**src/rtl/fp16_pkg.sv**
```systemverilog
// Shared types and constants for the fp16 MAC operand feeder.
package fp16_pkg;
  localparam int FP16_W = 16;
  localparam logic [FP16_W-1:0] FP16_ZERO = 16'h0000;

  typedef enum logic [2:0] {IDLE, CLEAR, STREAM, DRAIN, DONE} state_t;

  typedef struct packed {
    logic [FP16_W-1:0] a;
    logic [FP16_W-1:0] b;
  } pair_t;
endpackage

```
**src/rtl/fp16_mac_feeder_if.sv**
```systemverilog
// Host load/result handshake plus the fp16MAC operand/accumulator link.
interface fp16_mac_feeder_if;
  import fp16_pkg::*;

  logic              wr_en;
  logic [FP16_W-1:0] wr_a;
  logic [FP16_W-1:0] wr_b;
  logic              wr_full;
  logic              start;
  logic              busy;
  logic [FP16_W-1:0] mac_a;
  logic [FP16_W-1:0] mac_b;
  logic              mac_clr_n;
  logic [FP16_W-1:0] mac_acc;
  logic [FP16_W-1:0] result;
  logic              result_valid;
  logic              result_ack;

  // master = host side plus the MAC's accumulator output; slave = the feeder
  modport master (
    output wr_en, wr_a, wr_b, start, result_ack, mac_acc,
    input  wr_full, busy, mac_a, mac_b, mac_clr_n, result, result_valid
  );

  modport slave (
    input  wr_en, wr_a, wr_b, start, result_ack, mac_acc,
    output wr_full, busy, mac_a, mac_b, mac_clr_n, result, result_valid
  );
endinterface

```
**src/rtl/fp16_mac_feeder_pair_buf.sv**
```systemverilog
// Operand-pair register file: synchronous write, asynchronous read.
module pair_buf
  import fp16_pkg::*;
#(
  parameter int DEPTH  = 16,
  parameter int ADDR_W = 4
) (
  input  logic              clk,
  input  logic              wr_en,
  input  logic [ADDR_W-1:0] wr_addr,
  input  pair_t             wr_data,
  input  logic [ADDR_W-1:0] rd_addr,
  output pair_t             rd_data
);
  pair_t mem [DEPTH];

  always_ff @(posedge clk) begin
    if (wr_en) begin
      mem[wr_addr] <= wr_data;
    end
  end

  assign rd_data = mem[rd_addr];
endmodule

```
**src/rtl/fp16_mac_feeder.sv**
```systemverilog
// Buffers fp16 operand pairs, streams them into an external fp16MAC after
// clearing its accumulator, and captures the dot product for the host.
module fp16_mac_feeder
  import fp16_pkg::*;
#(
  parameter int DEPTH   = 16,
  parameter int ADDR_W  = 4,
  parameter int MAC_LAT = 1
) (
  input logic               CLK,
  input logic               RESETn,
  fp16_mac_feeder_if.slave  bus
);
  localparam int CNT_W   = ADDR_W + 1;
  localparam int DRAIN_W = (MAC_LAT > 1) ? $clog2(MAC_LAT) : 1;

  state_t              state_reg, state_next;
  logic [CNT_W-1:0]    count_reg, count_next;
  logic [ADDR_W-1:0]   rd_ptr_reg, rd_ptr_next;
  logic [DRAIN_W-1:0]  drain_reg, drain_next;
  logic [FP16_W-1:0]   result_reg, result_next;
  logic                result_valid_reg, result_valid_next;
  logic                mac_clr_n_reg;

  logic  is_full;
  logic  wr_accept;
  logic  stream_last;
  logic  drain_last;
  pair_t wr_pair;
  pair_t rd_pair;

  assign is_full     = (count_reg == CNT_W'(DEPTH));
  assign wr_accept   = (state_reg == IDLE) && bus.wr_en && !is_full;
  assign stream_last = ({1'b0, rd_ptr_reg} == count_reg - CNT_W'(1));
  assign drain_last  = (drain_reg == DRAIN_W'(MAC_LAT - 1));
  assign wr_pair     = {bus.wr_a, bus.wr_b};

  pair_buf #(
    .DEPTH  (DEPTH),
    .ADDR_W (ADDR_W)
  ) u_pair_buf (
    .clk     (CLK),
    .wr_en   (wr_accept),
    .wr_addr (count_reg[ADDR_W-1:0]),
    .wr_data (wr_pair),
    .rd_addr (rd_ptr_reg),
    .rd_data (rd_pair)
  );

  always_ff @(posedge CLK or negedge RESETn) begin
    if (!RESETn) begin
      state_reg <= IDLE;
    end else begin
      state_reg <= state_next;
    end
  end

  always_comb begin
    state_next = state_reg;
    case (state_reg)
      IDLE:    if (bus.start) state_next = CLEAR;
      CLEAR:   state_next = (count_reg != '0) ? STREAM : DONE;
      STREAM:  if (stream_last) state_next = DRAIN;
      DRAIN:   if (drain_last) state_next = DONE;
      DONE:    if (bus.result_ack) state_next = IDLE;
      default: state_next = IDLE;
    endcase
  end

  always_comb begin
    count_next        = count_reg;
    rd_ptr_next       = rd_ptr_reg;
    drain_next        = drain_reg;
    result_next       = result_reg;
    result_valid_next = result_valid_reg;
    case (state_reg)
      IDLE: begin
        if (wr_accept) count_next = count_reg + CNT_W'(1);
      end
      CLEAR: begin
        rd_ptr_next = '0;
        drain_next  = '0;
        // Nothing to stream: the dot product of an empty set is +0.
        if (count_reg == '0) begin
          result_next       = FP16_ZERO;
          result_valid_next = 1'b1;
        end
      end
      STREAM: begin
        rd_ptr_next = rd_ptr_reg + ADDR_W'(1);
      end
      DRAIN: begin
        drain_next = drain_reg + DRAIN_W'(1);
        if (drain_last) begin
          result_next       = bus.mac_acc;
          result_valid_next = 1'b1;
        end
      end
      DONE: begin
        if (bus.result_ack) begin
          result_valid_next = 1'b0;
          count_next        = '0;
        end
      end
      default: ;
    endcase
  end

  // mac_clr_n feeds the MAC's asynchronous reset, so it comes straight from a flop.
  always_ff @(posedge CLK or negedge RESETn) begin
    if (!RESETn) begin
      count_reg        <= '0;
      rd_ptr_reg       <= '0;
      drain_reg        <= '0;
      result_reg       <= FP16_ZERO;
      result_valid_reg <= 1'b0;
      mac_clr_n_reg    <= 1'b1;
    end else begin
      count_reg        <= count_next;
      rd_ptr_reg       <= rd_ptr_next;
      drain_reg        <= drain_next;
      result_reg       <= result_next;
      result_valid_reg <= result_valid_next;
      mac_clr_n_reg    <= (state_next != CLEAR);
    end
  end

  // Outside STREAM the MAC sees +0 * +0, which leaves the accumulator unchanged.
  assign bus.mac_a        = (state_reg == STREAM) ? rd_pair.a : FP16_ZERO;
  assign bus.mac_b        = (state_reg == STREAM) ? rd_pair.b : FP16_ZERO;
  assign bus.mac_clr_n    = mac_clr_n_reg;
  assign bus.busy         = (state_reg != IDLE);
  assign bus.wr_full      = is_full;
  assign bus.result       = result_reg;
  assign bus.result_valid = result_valid_reg;
endmodule

```
**src/flat_wrapper.sv**
```systemverilog
// flat-port wrapper written by rule: the top's interface ports become plain ports
module fp16_mac_feeder_flat import fp16_pkg::*;
#(
  parameter int DEPTH   = 16,
  parameter int ADDR_W  = 4,
  parameter int MAC_LAT = 1
)
  (CLK, RESETn, bus_wr_en, bus_wr_a, bus_wr_b, bus_start, bus_result_ack, bus_mac_acc, bus_wr_full, bus_busy, bus_mac_a, bus_mac_b, bus_mac_clr_n, bus_result, bus_result_valid);
  fp16_mac_feeder_if bus_i ();
  input logic CLK;
  input logic RESETn;
  input wire logic [$bits(bus_i.wr_en)-1:0] bus_wr_en;
  input wire logic [$bits(bus_i.wr_a)-1:0] bus_wr_a;
  input wire logic [$bits(bus_i.wr_b)-1:0] bus_wr_b;
  input wire logic [$bits(bus_i.start)-1:0] bus_start;
  input wire logic [$bits(bus_i.result_ack)-1:0] bus_result_ack;
  input wire logic [$bits(bus_i.mac_acc)-1:0] bus_mac_acc;
  output wire logic [$bits(bus_i.wr_full)-1:0] bus_wr_full;
  output wire logic [$bits(bus_i.busy)-1:0] bus_busy;
  output wire logic [$bits(bus_i.mac_a)-1:0] bus_mac_a;
  output wire logic [$bits(bus_i.mac_b)-1:0] bus_mac_b;
  output wire logic [$bits(bus_i.mac_clr_n)-1:0] bus_mac_clr_n;
  output wire logic [$bits(bus_i.result)-1:0] bus_result;
  output wire logic [$bits(bus_i.result_valid)-1:0] bus_result_valid;
  assign bus_i.wr_en = bus_wr_en;
  assign bus_i.wr_a = bus_wr_a;
  assign bus_i.wr_b = bus_wr_b;
  assign bus_i.start = bus_start;
  assign bus_i.result_ack = bus_result_ack;
  assign bus_i.mac_acc = bus_mac_acc;
  assign bus_wr_full = bus_i.wr_full;
  assign bus_busy = bus_i.busy;
  assign bus_mac_a = bus_i.mac_a;
  assign bus_mac_b = bus_i.mac_b;
  assign bus_mac_clr_n = bus_i.mac_clr_n;
  assign bus_result = bus_i.result;
  assign bus_result_valid = bus_i.result_valid;
  fp16_mac_feeder #(.DEPTH(DEPTH), .ADDR_W(ADDR_W), .MAC_LAT(MAC_LAT)) u_core (.CLK(CLK), .RESETn(RESETn), .bus(bus_i));
endmodule
```
**config.mk**
```make
export PLATFORM = sky130hd
export DESIGN_NAME = fp16_mac_feeder_flat
export DESIGN_NICKNAME = d
export VERILOG_FILES = /design/src/rtl/fp16_pkg.sv /design/src/rtl/fp16_mac_feeder_if.sv /design/src/rtl/fp16_mac_feeder_pair_buf.sv /design/src/rtl/fp16_mac_feeder.sv /design/src/flat_wrapper.sv
export SDC_FILE = /design/constraint.sdc
export NUM_CORES = 1
export LEC_CHECK = 0
export CELL_PAD_IN_SITES_DETAIL_PLACEMENT = 1
export CELL_PAD_IN_SITES_GLOBAL_PLACEMENT = 2
export CORE_MARGIN = 2
export CORE_UTILIZATION = 29
export CTS_CLUSTER_SIZE = 8
export DETAILED_ROUTE_END_ITERATION = 6
export HOLD_SLACK_MARGIN = 0.03
export PLACE_DENSITY = 0.64
export SLEW_MARGIN = 30
export SYNTH_ARGS = -nofsm -noshare
export SYNTH_HDL_FRONTEND = slang
export SYNTH_SLANG_ARGS = --single-unit
```
**constraint.sdc**
```tcl
create_clock -name CLK -period 9.75 [get_ports CLK]
set_input_delay 0.975 -clock CLK [delete_from_list [all_inputs] [get_ports CLK]]
set_output_delay 0.975 -clock CLK [all_outputs]
set_load 0.05 [all_outputs]
```
Yosys cells after proc, flatten, opt, wreduce, memory -nomap -nowiden
Memory sizes are Yosys's and may differ from the RTL's.
Cells that the tools add are included.
- flip-flop bits (word level): 31
- RAM bits: 512
- input port bits: 53
- output and inout port bits: 52
- memories kept: 1
- memories (name ; words ; width ; rd ports ; clocked after memory_dff ; write ports ; RTL line ; text):
    u_core.u_pair_buf.mem ; 16 ; 32 ; 1 ; 0 ; 1 ; fp16_mac_feeder_pair_buf.sv:15 ; pair_t mem [DEPTH];
- $add $sub $neg: 4
- eq/ne operators: 11
- multiplexer cells: 22
- reductions and logical operators: 14
- operators with widths (kind ; count):
    $mux 16 ; 4
    $pmux 16 s2 ; 1
    $mux 3 ; 5
    $pmux 3 s5 ; 1
    $mux 5 ; 2
    $pmux 5 s2 ; 1
    $pmux 4 s2 ; 1
    $eq 3x2->1 const B ; 2
    $ne 2x2->1 const B ; 3
    $reduce_and 3->1 ; 2
    $reduce_bool 2->1 ; 3
    $reduce_bool 3->1 ; 2
    $add 5x1->5 const B ; 1
    $eq 4x5->1 ; 1
    $eq 5x5->1 const B ; 1
    $logic_not 5->1 ; 1
    $mux 1 ; 5
    $reduce_bool 5->1 ; 1
    $sub 5x1->5 const B ; 1
    $add 4x1->4 const B ; 1
    $reduce_and 4->1 ; 1
    $eq 3x1->1 const B ; 1
    $eq 3x3->1 const B ; 1
    $logic_not 3->1 ; 1
    other kinds (7) ; 8

Logic depth before layout (Yosys ltp)
Gate-level depths: netlist (run 1).
- depth after elaboration: 5
- depth in mapped cells: 7

Cells and area by module
Synthesis (run 1) repeated with hierarchy kept, for this count alone.
- cells, all modules: 973
- area total of the unflattened synthesis: 20867.5 um^2
- by module, submodules not included (module ; times used ; cells each ; area an instance (um^2) ; seq. area each (um^2)):
    pair_buf ; 1 ; 806 ; 19213.4 ; 15374.7
    fp16_mac_feeder ; 1 ; 167 ; 1654.1 ; 777.0

Worst setup path before layout (run 1)
No wires, ideal clock.
- path kind: input to register
- from: input bus_wr_en
- to: register u_core.count_reg[4]
- setup time: 0.119 ns
- arrival: 3.258 ns
- required time: 9.631 ns
- setup slack: 6.373 ns
- stages: 4
- buffers on the path: 0
- path through: or4b_4 > nor2_1 > xor2_1 > and2_1
- longest elaborated chain between the ends: 4
- RTL lines (item ; RTL line ; text):
    from (decl) ; flat_wrapper.sv:12 ; input wire logic [$bits(bus_i.wr_en)-1:0] bus_wr_en;
    $logic_and 1x1->1 (2 in series) ; fp16_mac_feeder.sv:33 ; assign wr_accept = (state_reg == IDLE) && bus.wr_en && !is_full;
    $ne 2x2->1 (no source line) ; n/a ;
    $reduce_and 3->1 (no source line) ; n/a ;
    to (signal assigned) ; fp16_mac_feeder.sv:119 ; count_reg <= count_next;
    to (decl) ; fp16_mac_feeder.sv:18 ; logic [CNT_W-1:0] count_reg, count_next;
No other way between the ends.
A chain may end at the register's enable or synchronous reset.

Worst setup path after layout (run 1)
- from: register u_core.rd_ptr_reg[0]
- to: output bus_mac_a[1]
- longest elaborated chain between the ends: 2
- RTL lines (item ; RTL line ; text):
    from (decl) ; fp16_mac_feeder.sv:19 ; logic [ADDR_W-1:0] rd_ptr_reg, rd_ptr_next;
    from (signal assigned) ; fp16_mac_feeder.sv:120 ; rd_ptr_reg <= rd_ptr_next;
    $mem_v2 16x32 ; n/a ;
    $mux 16 ; fp16_mac_feeder.sv:129 ; assign bus.mac_a = (state_reg == STREAM) ? rd_pair.a : FP16_ZERO;
    to (decl) ; flat_wrapper.sv:20 ; output wire logic [$bits(bus_i.mac_a)-1:0] bus_mac_a;
No other way between the ends.

==> impl_metrics.csv, run 1 <==
group,metric,value,unit
status,status,"finished clean",
clock_tree,post_cts_buffers,0,
synth,netlist_area,0.02081,mm²
detailed_routing,met1_length,22150,µm
synth,synth_edf_count,512,
worst_setup_path,crit_slowest_cell,"dfrtp_4",
place,dp_hpwl,25310,µm
detailed_routing,first_iter_violations,750,
clock_tree,cts_buffer_depth,3,
floorplan,initial_utilization,29.21,%
clock_tree,cts_buffers,77,
layout,design_area,0.02514,mm²
layout,num-fill-cells,6874,
synth,ys.warnings.count,0,
synth,synth_top_family_by_area,"multiplexers",
detailed_routing,wl_met3,1846,µm
synth,yosysTopAreaCellShare,73.89,%
detailed_routing,firstDrtPassIters,5,
clock_tree,numClockSinks,543,
floorplan,die_w,271.9,µm
clock_tree,cts_resized,0,
worst_hold_path,hold_path_class,"reg -> reg",
clock_tree,clk_pin_slew,0.05,ns
detailed_routing,top_layer_used,"met5",
place,placedInstanceArea,0.02307,mm²
layout,final_util,35.29,%
sta,rsz0062_at_grt,"false",
worst_setup_path,cp_num_buf_inv,2,
synth,yosysSeqAreaShare,77.62,%
synth,yosys.area.top_type,"edfxtp_1",
worst_setup_path,crit_path_max_incr_delay,1.01,ns
layout,drive_gt1_share,23.60,%
global_route,antenna_found_initial,1,
synth,synthArstFlopShare,5.709,%
clock_tree,cts-hold-fix-buffers,0,
power,pwr_density_cell,276.4,mW/mm²
floorplan,die-area,0.07391,mm²
worst_setup_path,cp-start-kind,"flop",
sta,max_slew_margin,40.94,%
detailed_routing,post_drt_wl_per_cell,24.11,µm
sta,maxSlewViolCount,0,
sta,fmax,0.1999,GHz
detailed_routing,ant_nets,0,
sta,period_minus_slack,5.003,ns
detailed_routing,wl_met2,25090,µm
clock_tree,cts-root-buf,"clkbuf_16",
global_route,grt_usage,13.71,%
synth,synthAdderAreaFrac,0.3608,%
place,port_buffers,104,
detailed_routing,finalWirelength,49980,µm
synth,synth_compound_area_share,3.854,%
layout,nets,1172,
clock_tree,cts-htree-levels,3,
synth,yosys-top-cells-area,"edfxtp_1 (74%), mux4_2 (14%), dfrtp_1 (3.6%), a22oi_1 (2.2%), nand2_1 (0.83%)",
sta,hold_violations,0,
synth,synth-seq-cells,543,
sta,period_share,51.31,%
clock_tree,clkLatencyLatePin,0.60,ns
layout,largest_reg_flops,512,
synth,yosysUniqueCellTypes,48,
global_route,grt_pass1_wl,74570,µm
detailed_routing,drcViolationCount,0,
floorplan,num_rows,98,
floorplan,core_area,0.07124,mm²
global_route,globalRoute.totalOverflow,0,
layout,diodes,0,
sta,worst_slew_pin_slew,0.8859,ns
synth,synth_fp_nets,1016,
power,total_power,0.006948,W
power,leakage,7.940,nW
worst_setup_path,crit_chain,"buf_6 -> mux4_2 -> a22oi_1 -> nand2_1 -> clkdlybuf4s50_1",
detailed_routing,viasPerCell,4.826,
global_route,grt_pass1_vias,11143,
sta,setup_tns,0,ns
synth,postSynthCellCount,957,
power,irDropWorstVdd,0.0001171,V
synth,synth_mux_area_share,14.14,%
worst_setup_path,path_max_fanout,48,
synth,synth_simple_gate_area_share,2.381,%
layout,syn2layout_area_growth,20.84,%
sta,setup-violations-final,0,
global_route,grt_max_degree,57,
worst_setup_path,critical_path_required,8.78,ns
synth,syn_area_per_cell,21.74,µm²
run,cap_violations,0,
worst_setup_path,worstPathArrival,4.03,ns
floorplan,die_h,271.9,µm
synth,synthXorXnorAreaFrac,0.2526,%
worst_setup_path,crit_family,"buffers and inverters",
detailed_routing,vias,10004,
worst_setup_path,worstSetupEndpointType,"output pin",
place,place_congestion,0.6717,
synth,synthFlopType,"edfxtp_1",
floorplan,boundaryPins,105,
sta,skew,0.01756,ns
worst_setup_path,setup.worst_path.class,"reg -> out",
clock_tree,cts_tree,"done",
## power breakdown
group | total, W | switching (W) | internal [W] | leakage [nW]
registers | 0.00291 | 0.000172 | 0.00274 | 5.00
logic | 0.00169 | 0.000979 | 0.000714 | 1.93
clock network | 0.00234 | 0.000925 | 0.00142 | 1.01
total | 0.00695 | 0.00208 | 0.00487 | 7.94
## layout by cell type, fill, tap and decap left out, types with 2 or more instances in the layout
cell type,count
a21oi_1,7
a22o_1,16
a22oi_1,62
and2_2,8
and3_1,2
and3_2,3
buf_4,23
buf_6,2
clkbuf_1,5
clkbuf_16,78
clkdlybuf4s50_1,104
clkinv_8,2
dfrtp_1,28
dfrtp_4,2
edfxtp_1,512
ha_1,6
inv_1,10
inv_6,2
mux2i_1,7
mux4_2,126
nand2_1,46
nand3_1,6
nand4_1,3
nor2_1,2
nor2_4,9
nor3_1,3
nor3b_1,2
nor4_1,2
o21ai_0,11
o31ai_1,2
or4b_4,2
xnor2_1,2
xor2_1,4
## synthesized netlist by cell type (2+ instances only)
cell and count:
nor3b_1 2, buf_1 2, a21oi_1 7, buf_2 21
a22oi_1 62, or4b_4 2, and2_1 9, nor4_1 2
mux2i_1 7, edfxtp_1 512, nand4_1 3, buf_4 4
nand2_1 46, clkbuf_1 23, xor2_1 4, dfrtp_1 30
inv_1 10, ha_1 6, o31ai_1 2, buf_6 2
and3_1 5, nor2_1 12, mux4_2 126, nand3_1 6
a22o_1 16, nor3_1 3, xnor2_1 2, o21ai_0 11
## final timing paths
check	cells after the start	endpoint	slack (ns)	startpoint
hold / removal	2	u_core.bus.result_valid	0.50	u_core.bus.result_valid
min in group asynchronous	2	u_core.bus.result[12]	0.78	RESETn
setup / recovery	5	bus_mac_a[1]	4.75	u_core.rd_ptr_reg[0]
max in group asynchronous	2	u_core.rd_ptr_reg[0]	8.63	RESETn
setup reg to reg	4	u_core.u_pair_buf.mem[10][19]	6.94	u_core.state_reg[0]
hold reg to reg	2	u_core.bus.result_valid	0.50	u_core.bus.result_valid
## metal layers
layer  up-vias  track usage, %
met2       224           22.89
li1       4301               -
met1      5415           18.40
met4         2           4.150
met5         -               0
met3        62           2.283
## cell families after synthesis
| group | Yosys count |
|---|---|
| adders and majority gates | 6 |
| buffers and inverters | 62 |
| and+or+nand+nor | 98 |
| AOI/OAI and AO/OA | 107 |
| DFF | 543 |
| muxes | 135 |
| xor gates and xnor gates | 6 |
## tightest hold or removal path, cell delays in order (launching register included)
cell	delay, ns
dfrtp_1	0.34
o31ai_1	0.07
nand2_1	0.05
## final cells by class
type / instances / area, µm² / share of cell area [%]
clock buffers: 83 / 1971 / 7.838
clock inverters: 6 / 100.1 / 0.3981
inverters: 10 / 37.54 / 0.1493
multi-input cells: 352 / 4451 / 17.70
flip-flops and latches: 543 / 16160 / 64.27
well taps: 950 / 1189 / 4.728
repair buffers: 129 / 1236 / 4.917
## through the flow
stage	worst slack (ns)	hold slack, ns	instances
after CTS	4.420	0.5033	2073
after floorplan	6.373	0.5443	957
after detailed placement	5.050	0.4903	1984
after global routing	4.453	0.5362	2073
after global placement	4.997	0.4913	1984
final	4.747	0.4966	2073
(Power assumes the default switching activity.)
==> inputs of run 2 (changes only) <==
==> constraint.sdc (replaced) <==
create_clock -name CLK -period 4.67 [get_ports CLK]
set_input_delay 0.467 -clock CLK [delete_from_list [all_inputs] [get_ports CLK]]
set_output_delay 0.467 -clock CLK [all_outputs]
set_load 0.05 [all_outputs]
==> run 2 against run 1 <==
  * Clock skew increased by 0.0048 ns
  * Utilization increased by 0.20 points
  * Largest cell class unchanged
  * Cell area increased by 0.58%
  * Register-to-register slack got worse by 5.3 ns
  * Wire length increased by 2.5%
  * Global-route usage increased by 0.41 points
  * Critical path type unchanged
  * Highest routed layer unchanged
  * Combinational power increased by 120%
  * Die area unchanged
  * Non-clock buffer count increased by 9
  * Count of clock-buffer cells in the layout increased by 6
  * Via count increased by 0.39%
  * Total power increased by 110%
==> impl_metrics.csv, run 2 (synthesized netlist as in run 1, its figures left out) <==
group,metric,value,unit
status,status,"finished clean",
worst_setup_path,reg2reg_depth,4,
detailed_routing,first_iter_violations,744,
sta,setup_tns,0,ns
clock_tree,cts-root-buf,"clkbuf_16",
detailed_routing,drcViolationCount,0,
sta,maxSlewViolCount,0,
power,pwr_density_cell,581.3,mW/mm²
worst_setup_path,critical_path_required,4.20,ns
clock_tree,cts-htree-levels,3,
floorplan,boundaryPins,105,
layout,largest_reg_flops,512,
clock_tree,clkLatencyLatePin,0.60,ns
layout,layout_commonest_cell,"edfxtp_1",
clock_tree,numClockSinks,543,
detailed_routing,post_drt_wl_per_cell,24.53,µm
detailed_routing,vias,10043,
floorplan,die_h,271.9,µm
layout,final_cells,2087,
layout,final_util,35.50,%
floorplan,num_rows,98,
layout,diodes,0,
worst_setup_path,worstSetupEndpointType,"output pin",
global_route,antenna_found_initial,2,
run,cap_violations,0,
detailed_routing,ant_nets,0,
sta,fmax,0.2263,GHz
worst_setup_path,startpoint,"u_core.state_reg[0]",
global_route,globalRoute.totalOverflow,0,
worst_setup_path,setup.worst_path.class,"reg -> out",
sta,setup-violations-final,0,
worst_setup_path,path_max_fanout,19,
worst_setup_path,r2r_end,"u_core.u_pair_buf.mem[2][14]",
floorplan,initial_utilization,29.21,%
place,dp_hpwl,29320,µm
global_route,grt_pass1_vias,11347,
worst_setup_path,cp-endpoint,"bus_mac_b[11]",
clock_tree,cts_resized,0,
layout,design_area,0.02529,mm²
floorplan,die-area,0.07391,mm²
power,irDropWorstVdd,0.0002823,V
global_route,grt_pass1_wl,76800,µm
sta,max_slew_margin,37.47,%
sta,hold_violations,0,
global_route,grt_max_degree,52,
sta,skew,0.02239,ns
clock_tree,cts_buffers,78,
detailed_routing,firstDrtPassIters,5,
sta,whs,0.2822,ns
clock_tree,cts_buffer_depth,3,
worst_setup_path,worstReg2RegStart,"u_core.state_reg[0]",
layout,nets,1182,
place,dp.cells,1993,
worst_setup_path,cp-start-kind,"flop",
worst_setup_path,worstPathArrival,3.95,ns
layout,layout_common_cells,"edfxtp_1 (512), mux4_2 (126), clkdlybuf4s50_1 (104)",
sta,rsz0062_at_grt,"false",
clock_tree,cts-hold-fix-buffers,0,
sta,period_minus_slack,4.420,ns
sta,worst_slew_pin_slew,0.9379,ns
layout,drive_gt1_share,24.27,%
place,placedInstanceArea,0.02319,mm²
worst_hold_path,hold_path_class,"in -> async",
clock_tree,cts_tree,"done",
clock_tree,clk_pin_slew,0.05,ns
power,leakage,8.020,nW
sta,period_share,94.64,%
layout,syn2layout_area_growth,21.53,%
place,port_buffers,104,
clock_tree,post_cts_buffers,0,
worst_setup_path,reg2reg_slack,1.61,ns
detailed_routing,finalWirelength,51200,µm
detailed_routing,viasPerCell,4.812,
floorplan,die_w,271.9,µm
place,place_congestion,0.7035,
floorplan,core_area,0.07124,mm²
global_route,grt_usage,14.12,%
-- run 2: cell count changes in the layout (fill, tap and decap cells not counted), moves of 2 or more --
cell / previous run / this run
buf_4: 23 / 29
buf_12: 0 / 5
clkbuf_1: 5 / 8
buf_6: 2 / 0
clkbuf_16: 78 / 80
-- run 2: worst min-delay path by stage --
stage	startpoint	to	slack (ns)	cells after the start
after floorplan	RESETn	u_core.bus.result[0]	0.17	0
after global placement	u_core.bus.result[10]	u_core.bus.result[10]	0.49	1
after detailed placement	u_core.bus.result_valid	u_core.bus.result_valid	0.49	2
after CTS	RESETn	u_core.count_reg[3]	0.27	2
after global routing	RESETn	u_core.count_reg[3]	0.30	2
final	RESETn	u_core.count_reg[0]	0.28	2
-- run 2: routing by layer --
metal | vias to the layer above | GRT usage [%] | part of all wire [%]
met5 | - | 0 | 0.059
met4 | 4 | 3.803 | 1.5
met3 | 66 | 2.821 | 4.1
met2 | 209 | 23.90 | 51
met1 | 5437 | 18.56 | 43
li1 | 4327 | - | -
-- run 2: where the power goes --
group | leakage [nW] | total (W) | internal (W) | switching, W
clock network | 1.03 | 0.00496 | 0.00304 | 0.00193
logic | 1.99 | 0.00371 | 0.00156 | 0.00215
registers | 5.00 | 0.00603 | 0.00572 | 0.000311
total | 8.02 | 0.0147 | 0.0103 | 0.00439
-- run 2: critical path, stage by stage (launching register included) --
cell	delay, ns
dfrtp_1	0.58
or4b_1	0.72
nor2_4	0.66
buf_4	0.35
a22oi_1	0.13
nand2_1	0.08
clkdlybuf4s50_1	0.82
-- run 2: final cells by class --
class / count / area, µm²
clock buffers: 89 / 2046
flip-flops and latches: 543 / 16160
fillers: 6861 / 45950
repair buffers: 138 / 1359
clock inverters: 5 / 47.55
multi-input cells: 352 / 4451
inverters: 10 / 37.54
well taps: 950 / 1189
-- run 2: stage by stage --
step	power [W]	worst slack [ns]
6_report	0.01470	0.2503
5_1_grt	0.01534	0.07123
4_1_cts	0.01495	0.1765
3_5_place_dp	0.009921	0.8352
3_3_place_gp	0.009885	0.8759
2_1_floorplan	0.008610	1.533
